`src/rtl/uart_tx_sched.sv`:
```
// uart_tx_sched: round-robin scheduler sharing one UART transmitter
// between two byte requesters.
//
// Ports:
//   clk, arst_n, rst     clock, async active-low reset, sync active-high clear
//   enable               gates new accepts (sampled in IDLE only)
//   req0_valid/data      requester 0 byte offer; req0_ready = accepted this cycle
//   req1_valid/data      requester 1 byte offer; req1_ready = accepted this cycle
//   tx_en, tx_data       one-cycle launch pulse and byte held until next accept
//   tx_busy              transmitter busy flag
//   sched_busy           high whenever the scheduler is not IDLE
//   last_src             source of the most recently accepted byte
//   frame_cnt            completed-frame counter (wraps)
//   timeout_err          sticky flag: tx_busy never rose after a launch
module uart_tx_sched #(
    parameter int unsigned GAP_CYCLES    = 16,
    parameter int unsigned START_TIMEOUT = 4
) (
    input  logic        clk,
    input  logic        arst_n,
    input  logic        rst,
    input  logic        enable,
    input  logic        req0_valid,
    input  logic [7:0]  req0_data,
    output logic        req0_ready,
    input  logic        req1_valid,
    input  logic [7:0]  req1_data,
    output logic        req1_ready,
    output logic        tx_en,
    output logic [7:0]  tx_data,
    input  logic        tx_busy,
    output logic        sched_busy,
    output logic        last_src,
    output logic [15:0] frame_cnt,
    output logic        timeout_err
);

    localparam int unsigned TW = $clog2(START_TIMEOUT + 1);

    typedef enum logic [2:0] {
        S_IDLE,
        S_LAUNCH,
        S_WAIT_START,
        S_WAIT_END,
        S_GAP
    } state_t;

    state_t        state_q;
    logic          prio_q;
    logic          tx_en_q;
    logic [7:0]    tx_data_q;
    logic          last_src_q;
    logic [15:0]   frame_cnt_q;
    logic          timeout_err_q;
    logic [15:0]   gap_cnt_q;
    logic [TW-1:0] to_cnt_q;

    logic grant;
    logic accept;

    // A lone valid requester wins outright; with both (or neither) valid
    // the rotating priority decides.
    always_comb begin
        grant = prio_q;
        if (req0_valid && !req1_valid) begin
            grant = 1'b0;
        end else if (!req0_valid && req1_valid) begin
            grant = 1'b1;
        end
    end

    assign accept     = (state_q == S_IDLE) && enable && (req0_valid || req1_valid);
    assign req0_ready = accept && req0_valid && !grant;
    assign req1_ready = accept && req1_valid && grant;

    always_ff @(posedge clk or negedge arst_n) begin
        if (!arst_n) begin
            state_q       <= S_IDLE;
            prio_q        <= 1'b0;
            tx_en_q       <= 1'b0;
            tx_data_q     <= '0;
            last_src_q    <= 1'b0;
            frame_cnt_q   <= '0;
            timeout_err_q <= 1'b0;
            gap_cnt_q     <= '0;
            to_cnt_q      <= '0;
        end else if (rst) begin
            state_q       <= S_IDLE;
            prio_q        <= 1'b0;
            tx_en_q       <= 1'b0;
            tx_data_q     <= '0;
            last_src_q    <= 1'b0;
            frame_cnt_q   <= '0;
            timeout_err_q <= 1'b0;
            gap_cnt_q     <= '0;
            to_cnt_q      <= '0;
        end else begin
            tx_en_q <= 1'b0;
            case (state_q)
                S_IDLE: begin
                    if (accept) begin
                        tx_data_q  <= grant ? req1_data : req0_data;
                        last_src_q <= grant;
                        prio_q     <= !grant;
                        // Registered pulse: high exactly while in LAUNCH.
                        tx_en_q    <= 1'b1;
                        state_q    <= S_LAUNCH;
                    end
                end
                S_LAUNCH: begin
                    to_cnt_q <= TW'(START_TIMEOUT);
                    state_q  <= S_WAIT_START;
                end
                S_WAIT_START: begin
                    if (tx_busy) begin
                        state_q <= S_WAIT_END;
                    end else if (to_cnt_q == TW'(1)) begin
                        timeout_err_q <= 1'b1;
                        state_q       <= S_IDLE;
                    end else begin
                        to_cnt_q <= to_cnt_q - TW'(1);
                    end
                end
                S_WAIT_END: begin
                    if (!tx_busy) begin
                        frame_cnt_q <= frame_cnt_q + 16'd1;
                        if (GAP_CYCLES == 0) begin
                            state_q <= S_IDLE;
                        end else begin
                            gap_cnt_q <= 16'(GAP_CYCLES);
                            state_q   <= S_GAP;
                        end
                    end
                end
                S_GAP: begin
                    gap_cnt_q <= gap_cnt_q - 16'd1;
                    if (gap_cnt_q == 16'd1) begin
                        state_q <= S_IDLE;
                    end
                end
                default: state_q <= S_IDLE;
            endcase
        end
    end

    assign tx_en       = tx_en_q;
    assign tx_data     = tx_data_q;
    assign sched_busy  = (state_q != S_IDLE);
    assign last_src    = last_src_q;
    assign frame_cnt   = frame_cnt_q;
    assign timeout_err = timeout_err_q;

endmodule

```
`config.mk`:
```
export PLATFORM = sky130hd
export DESIGN_NAME = uart_tx_sched
export DESIGN_NICKNAME = d
export VERILOG_FILES = /design/src/rtl/uart_tx_sched.sv
export SDC_FILE = /design/constraint.sdc
export NUM_CORES = 1
export LEC_CHECK = 0
export CELL_PAD_IN_SITES_DETAIL_PLACEMENT = 1
export CELL_PAD_IN_SITES_GLOBAL_PLACEMENT = 1
export CORE_MARGIN = 2
export CORE_UTILIZATION = 25
export CTS_CLUSTER_DIAMETER = 80
export DETAILED_ROUTE_END_ITERATION = 8
export PLACE_DENSITY = 0.59
export SLEW_MARGIN = 30
export SYNTH_ARGS = -nofsm -noshare
export SYNTH_HDL_FRONTEND = slang
export SYNTH_SLANG_ARGS = --single-unit
```
`constraint.sdc`:
```
create_clock -name clk -period 2.71 [get_ports clk]
set_input_delay 0.813 -clock clk [delete_from_list [all_inputs] [get_ports clk]]
set_output_delay 0.813 -clock clk [all_outputs]
set_load 0.05 [all_outputs]
```
After elaboration in Yosys (flattened, before gate mapping)
Cells that the tools add are included.

storage, ports and cells
  output and inout bits = 30
  logic and storage cells = 88
  register bits = 50

cells by class
  equality and inequality tests = 13
  reductions and logical operators = 27
  muxes and demuxes = 36
  add/sub/neg operators = 3

operators by type and width
  kind                     count
  $mux W16                 5
  $mux W8                  4
  $pmux W16 S2             1
  $mux W3                  9
  $add A16 B1 Y16 const B  1
  $eq A16 B1 Y1 const B    1
  $sub A16 B1 Y16 const B  1
  $mux W1                  15
  $ne A3 B3 Y1 const B     5
  $pmux W3 S5              1
  $reduce_bool A2 Y1       5
  $reduce_bool A3 Y1       3
  $logic_and A1 B1 Y1      8
  $eq A3 B1 Y1 const B     2
  $eq A3 B2 Y1 const B     2
  $pmux W3 S2              1
  $reduce_and A2 Y1        3
  $reduce_and A3 Y1        2
  $ne A4 B4 Y1 const B     1
  $reduce_and A4 Y1        1
  $eq A3 B3 Y1 const B     1
  $logic_not A1 Y1         3
  $logic_not A3 Y1         1
  $sub A3 B1 Y3 const B    1
  other kinds (2)          2

Longest topological paths before layout
  word-level depth = 8
  mapped depth = 6
  mapped depth without buffers = 6

Worst setup path after synthesis
OpenSTA, ideal clock, no wires.

  path type = reg2out
  start point = reg state_q[1]
  end point = out req0_ready
  slack = -0.293 ns
  cell stages (with the launch flop) = 6
  buffers on the path = 1
  arrival time = 2.190 ns
  data required time = 1.897 ns
  path through = dfrtp_1 -> or3_1 -> clkbuf_1 -> nor2_1 -> nand2_1 -> a21oi_1

on the way
  longest elaborated chain between the ends = 5

ends and longest elaborated chain
  item                              line  RTL
  from (decl)                       48    state_t state_q;
  from (signal assigned)            78    state_q <= S_IDLE;
  from (signal assigned)            88    state_q <= S_IDLE;
  from (signal assigned)            107   state_q <= S_LAUNCH;
  $logic_not A3 Y1                  72    assign accept = (state_q == S_IDLE) && enable && (req0_valid || req1_valid);
  $logic_and A1 B1 Y1 (2 in a row)  72
  $logic_and A1 B1 Y1 (2 in a row)  73    assign req0_ready = accept && req0_valid && !grant;
  to (decl)                         25    output logic req0_ready,

Every way passes these cells.

Final worst setup path
  start point = in req0_valid
  end point = out req1_ready

on the way
  longest elaborated chain between the ends = 5

ends and longest elaborated chain
  item                   line  RTL
  from (decl)            23    input logic req0_valid,
  $logic_not A1 Y1       67    end else if (!req0_valid && req1_valid) begin
  $logic_and A1 B1 Y1    67
  $mux W1                67
  $mux W1                65    if (req0_valid && !req1_valid) begin
  $logic_and A1 B1 Y1 *  74    assign req1_ready = accept && req1_valid && grant;
  to (decl)              28    output logic req1_ready,

Every way passes the cells marked *; elsewhere a longest branch is shown, timed or not.

==> impl_metrics.tcl <==
set metrics [dict create \
    yosysUniqueCellTypes 47 \
    hpwlAfterDp_um 5240 \
    layout_commonest_cell "dfrtp_1" \
    nNetsFinal 368 \
    totalWireLength_um 7200 \
    ys_top_cells_by_area "dfrtp_1 47%, nor2_1 5.0%, a21oi_1 3.4%" \
    mostFrequentLayoutCells "50 x dfrtp_1, 47 x clkdlybuf4s50_1, 34 x nor2_1" \
    synthXorXnorAreaFrac_pct 4.98 \
    clockPowerShare_pct 31.2 \
    reg2regPathDepth 4 \
    synth_top_area_share_pct 47.4 \
    power.density_mw_per_mm2 482 \
    synth-seq-cells 50 \
    hp-class "in2async" \
    gp_congestion 0.728 \
    worstReg2RegEnd "gap_cnt_q[9]$_DFFE_PN0P_" \
    cellLeakagePower_nw 1.48 \
    yosysTopAreaCell "dfrtp_1" \
    synth_cells 277 \
    rsz0062_at_grt "no" \
    p_seq_share_pct 47.0 \
    pwr-share-comb_pct 21.7 \
    core_sq_mm 0.0103 \
    fmax_mhz 384 \
    layout_setup_ws_ps 106 \
    hold_viol 0 \
    antenna_cells 0 \
    ant_nets 0 \
    grt_pass1_wl_um 12500 \
    clock_sinks 50 \
    cp_data_arrival_time_ps 1790 \
    syn_area_sq_mm 0.00264 \
    cts_tree "done" \
    grt_max_degree 29 \
    vias 2338 \
    power_switching_uw 510 \
    cts_hold_buf 0 \
    worst-path-max-fanout 5 \
    internal_power_mw 1.21 \
    clk_pin_slew_ps 100 \
    io_buffers 52 \
    r2r_slack_ps 450 \
    setup_viol 0 \
    grt.overflow.total 0 \
    drive_gt1_share_pct 12.1 \
    post-route-min-period_ps 2600 \
    yosys-mux-area-fraction_pct 3.46 \
    synth_top_family_by_area "simple AND/OR/NAND/NOR gates" \
    worst_slew_pin_slew_ps 593 \
    path_class "in2out" \
    synth_compound_area_share_pct 14.6 \
    synthSimpleGateAreaFrac_pct 23.5 \
    ir_drop_mv 0.249 \
    placedCellCount 468 \
    routedWlPerCell_um 15.1 \
    async_flop_share_pct 100 \
    avgSynthCellArea_sq_um 9.53 \
    drt_iter0_drc 73 \
    htree_levels 2 \
    grt_pass1_vias 2523 \
    fillers 1223 \
    finish.utilization_pct 34.7 \
    final_cells 476 \
    place_ws_ps -91.1 \
    ioPinCount 53 \
    p_sw_share_pct 29.7 \
    vias_per_cell 4.91 \
    drtPass1Iterations 4 \
    timing.max_cap.violations 0 \
    synth_fa_ha_area_share_pct 2.37 \
    yosysWarnings 0 \
    ys_seq_area_share_pct 47.4 \
    die_w_um 107 \
    rows 37 \
    die_area_sq_mm 0.0114 \
    antenna_found_initial 0 \
    syn_nets 305 \
    root_buffer "clkbuf_8" \
    required_ps 1900 \
    cts_made_buffers 5 \
    r2r_start "gap_cnt_q[4]$_DFFE_PN0P_" \
    synth_edf_count 0 \
    cp-end-kind "primary output" \
    start_util_pct 25.7 \
    final.setup_skew_ps 6.96 \
    grtUsageTotal_pct 13.5 \
    status "complete, no violations" \
    clock_path_buffers 2 \
    clkLatencyLatePin_ps 300 \
    die_h_um 107 \
    tns_ps 0 \
    areaGrowthSynthToFinish_pct 35.0 \
    max_slew_margin_pct 60.5 \
    start_kind "input port" \
    drc 0 \
    fin_crit_sh_pct 96.1 \
    slew_violations 0 \
    total_power_mw 1.72 \
    ys.flop_type "dfrtp_1" \
]
## cells by family (layout without fill, tap and decap cells)
group / after synthesis / after routing
AOI/OAI and AO/OA: 60 / 60
xor gates and xnor gates: 15 / 15
adders and majority gates: 5 / 5
buffers and inverters: 24 / 87
DFF: 50 / 50
muxes: 9 / 9
and+or+nand+nor: 114 / 114
## layout make-up
cell class / count / area (sq um) / share of cell area [%]
clock buffers: 5 / 68.8 / 1.93
clock inverters: 2 / 38.8 / 1.09
inverters: 10 / 37.5 / 1.05
multi-input cells: 203 / 1310 / 36.8
flip-flops and latches: 50 / 1250 / 35.1
well taps: 136 / 170 / 4.78
repair buffers: 70 / 683 / 19.2
## worst max path at each step
stage                     slack [ps]                   start         end
after floorplan                    4  state_q[1]$_DFFE_PN0P_  req0_ready
after global routing              10              req0_valid  req1_ready
after CTS                         10                  enable  req0_ready
final                            110              req0_valid  req1_ready
after global placement           -90                  enable  req1_ready
after detailed placement         -90                  enable  req1_ready
## power by group through the flow
stage | Sequential, mW | Combinational, mW | Clock, mW
global route | 0.814 | 0.411 | 0.586
CTS | 0.808 | 0.374 | 0.559
detailed placement | 0.821 | 0.370 | 0
floorplan | 0.868 | 0.171 | 0
global placement | 0.821 | 0.365 | 0
finish | 0.808 | 0.373 | 0.537
## critical path, stage by stage
cell	delay (ps)
clkdlybuf4s50_1	480
nand2b_1	150
nand3_2	110
inv_2	100
buf_12	130
## repair_timing
item	CTS	global route
cloned	0	0
setup endpoints to repair	2	2
pin swaps	0	1
setup buffers	0	1
resized for setup	4	1
## layer usage
metal  share of wire [%]  up-vias  GRT usage, %
li1                    -     1130             -
met1                  48     1166          17.8
met2                  48       38          22.9
met3                 3.7        4          2.92
met4                0.61        0          2.78
met5                   0        -             0
## synth_stat cells (all sizes together) (2+ instances only)
library cell  instances
or3                   7
buf                   2
or4                  10
nor4                  5
nand3                 6
or2                   3
a21oi                18
nand2                12
dfrtp                50
or3b                  2
o21ai                 9
nor3                 11
and3                  3
clkbuf               12
nand4bb               2
nand4                 6
mux2i                 8
ha                    5
a211oi               10
nor2                 35
o211ai                3
xor2                  6
nor2b                 2
a31oi                 6
nand2b                5
xnor2                 9
o31ai                 4
a21o                  2
inv                  10
## stage by stage
stage               instance area [sq um]  hold WS [ps]
floorplan                            2640           442
global placement                     3430           465
detailed placement                   3430           484
CTS                                  3550           501
global route                         3560           525
finish                               3560           500
## flip-flops by register name, summed over array words and instances, names as in the netlist
name,cells
frame_cnt,16
gap_cnt_q,16
last_src,1
prio_q,1
state_q,3
timeout_err,1
to_cnt_q,3
tx_data,8
tx_en,1
No activity file was read; power rests on OpenSTA's default activity.
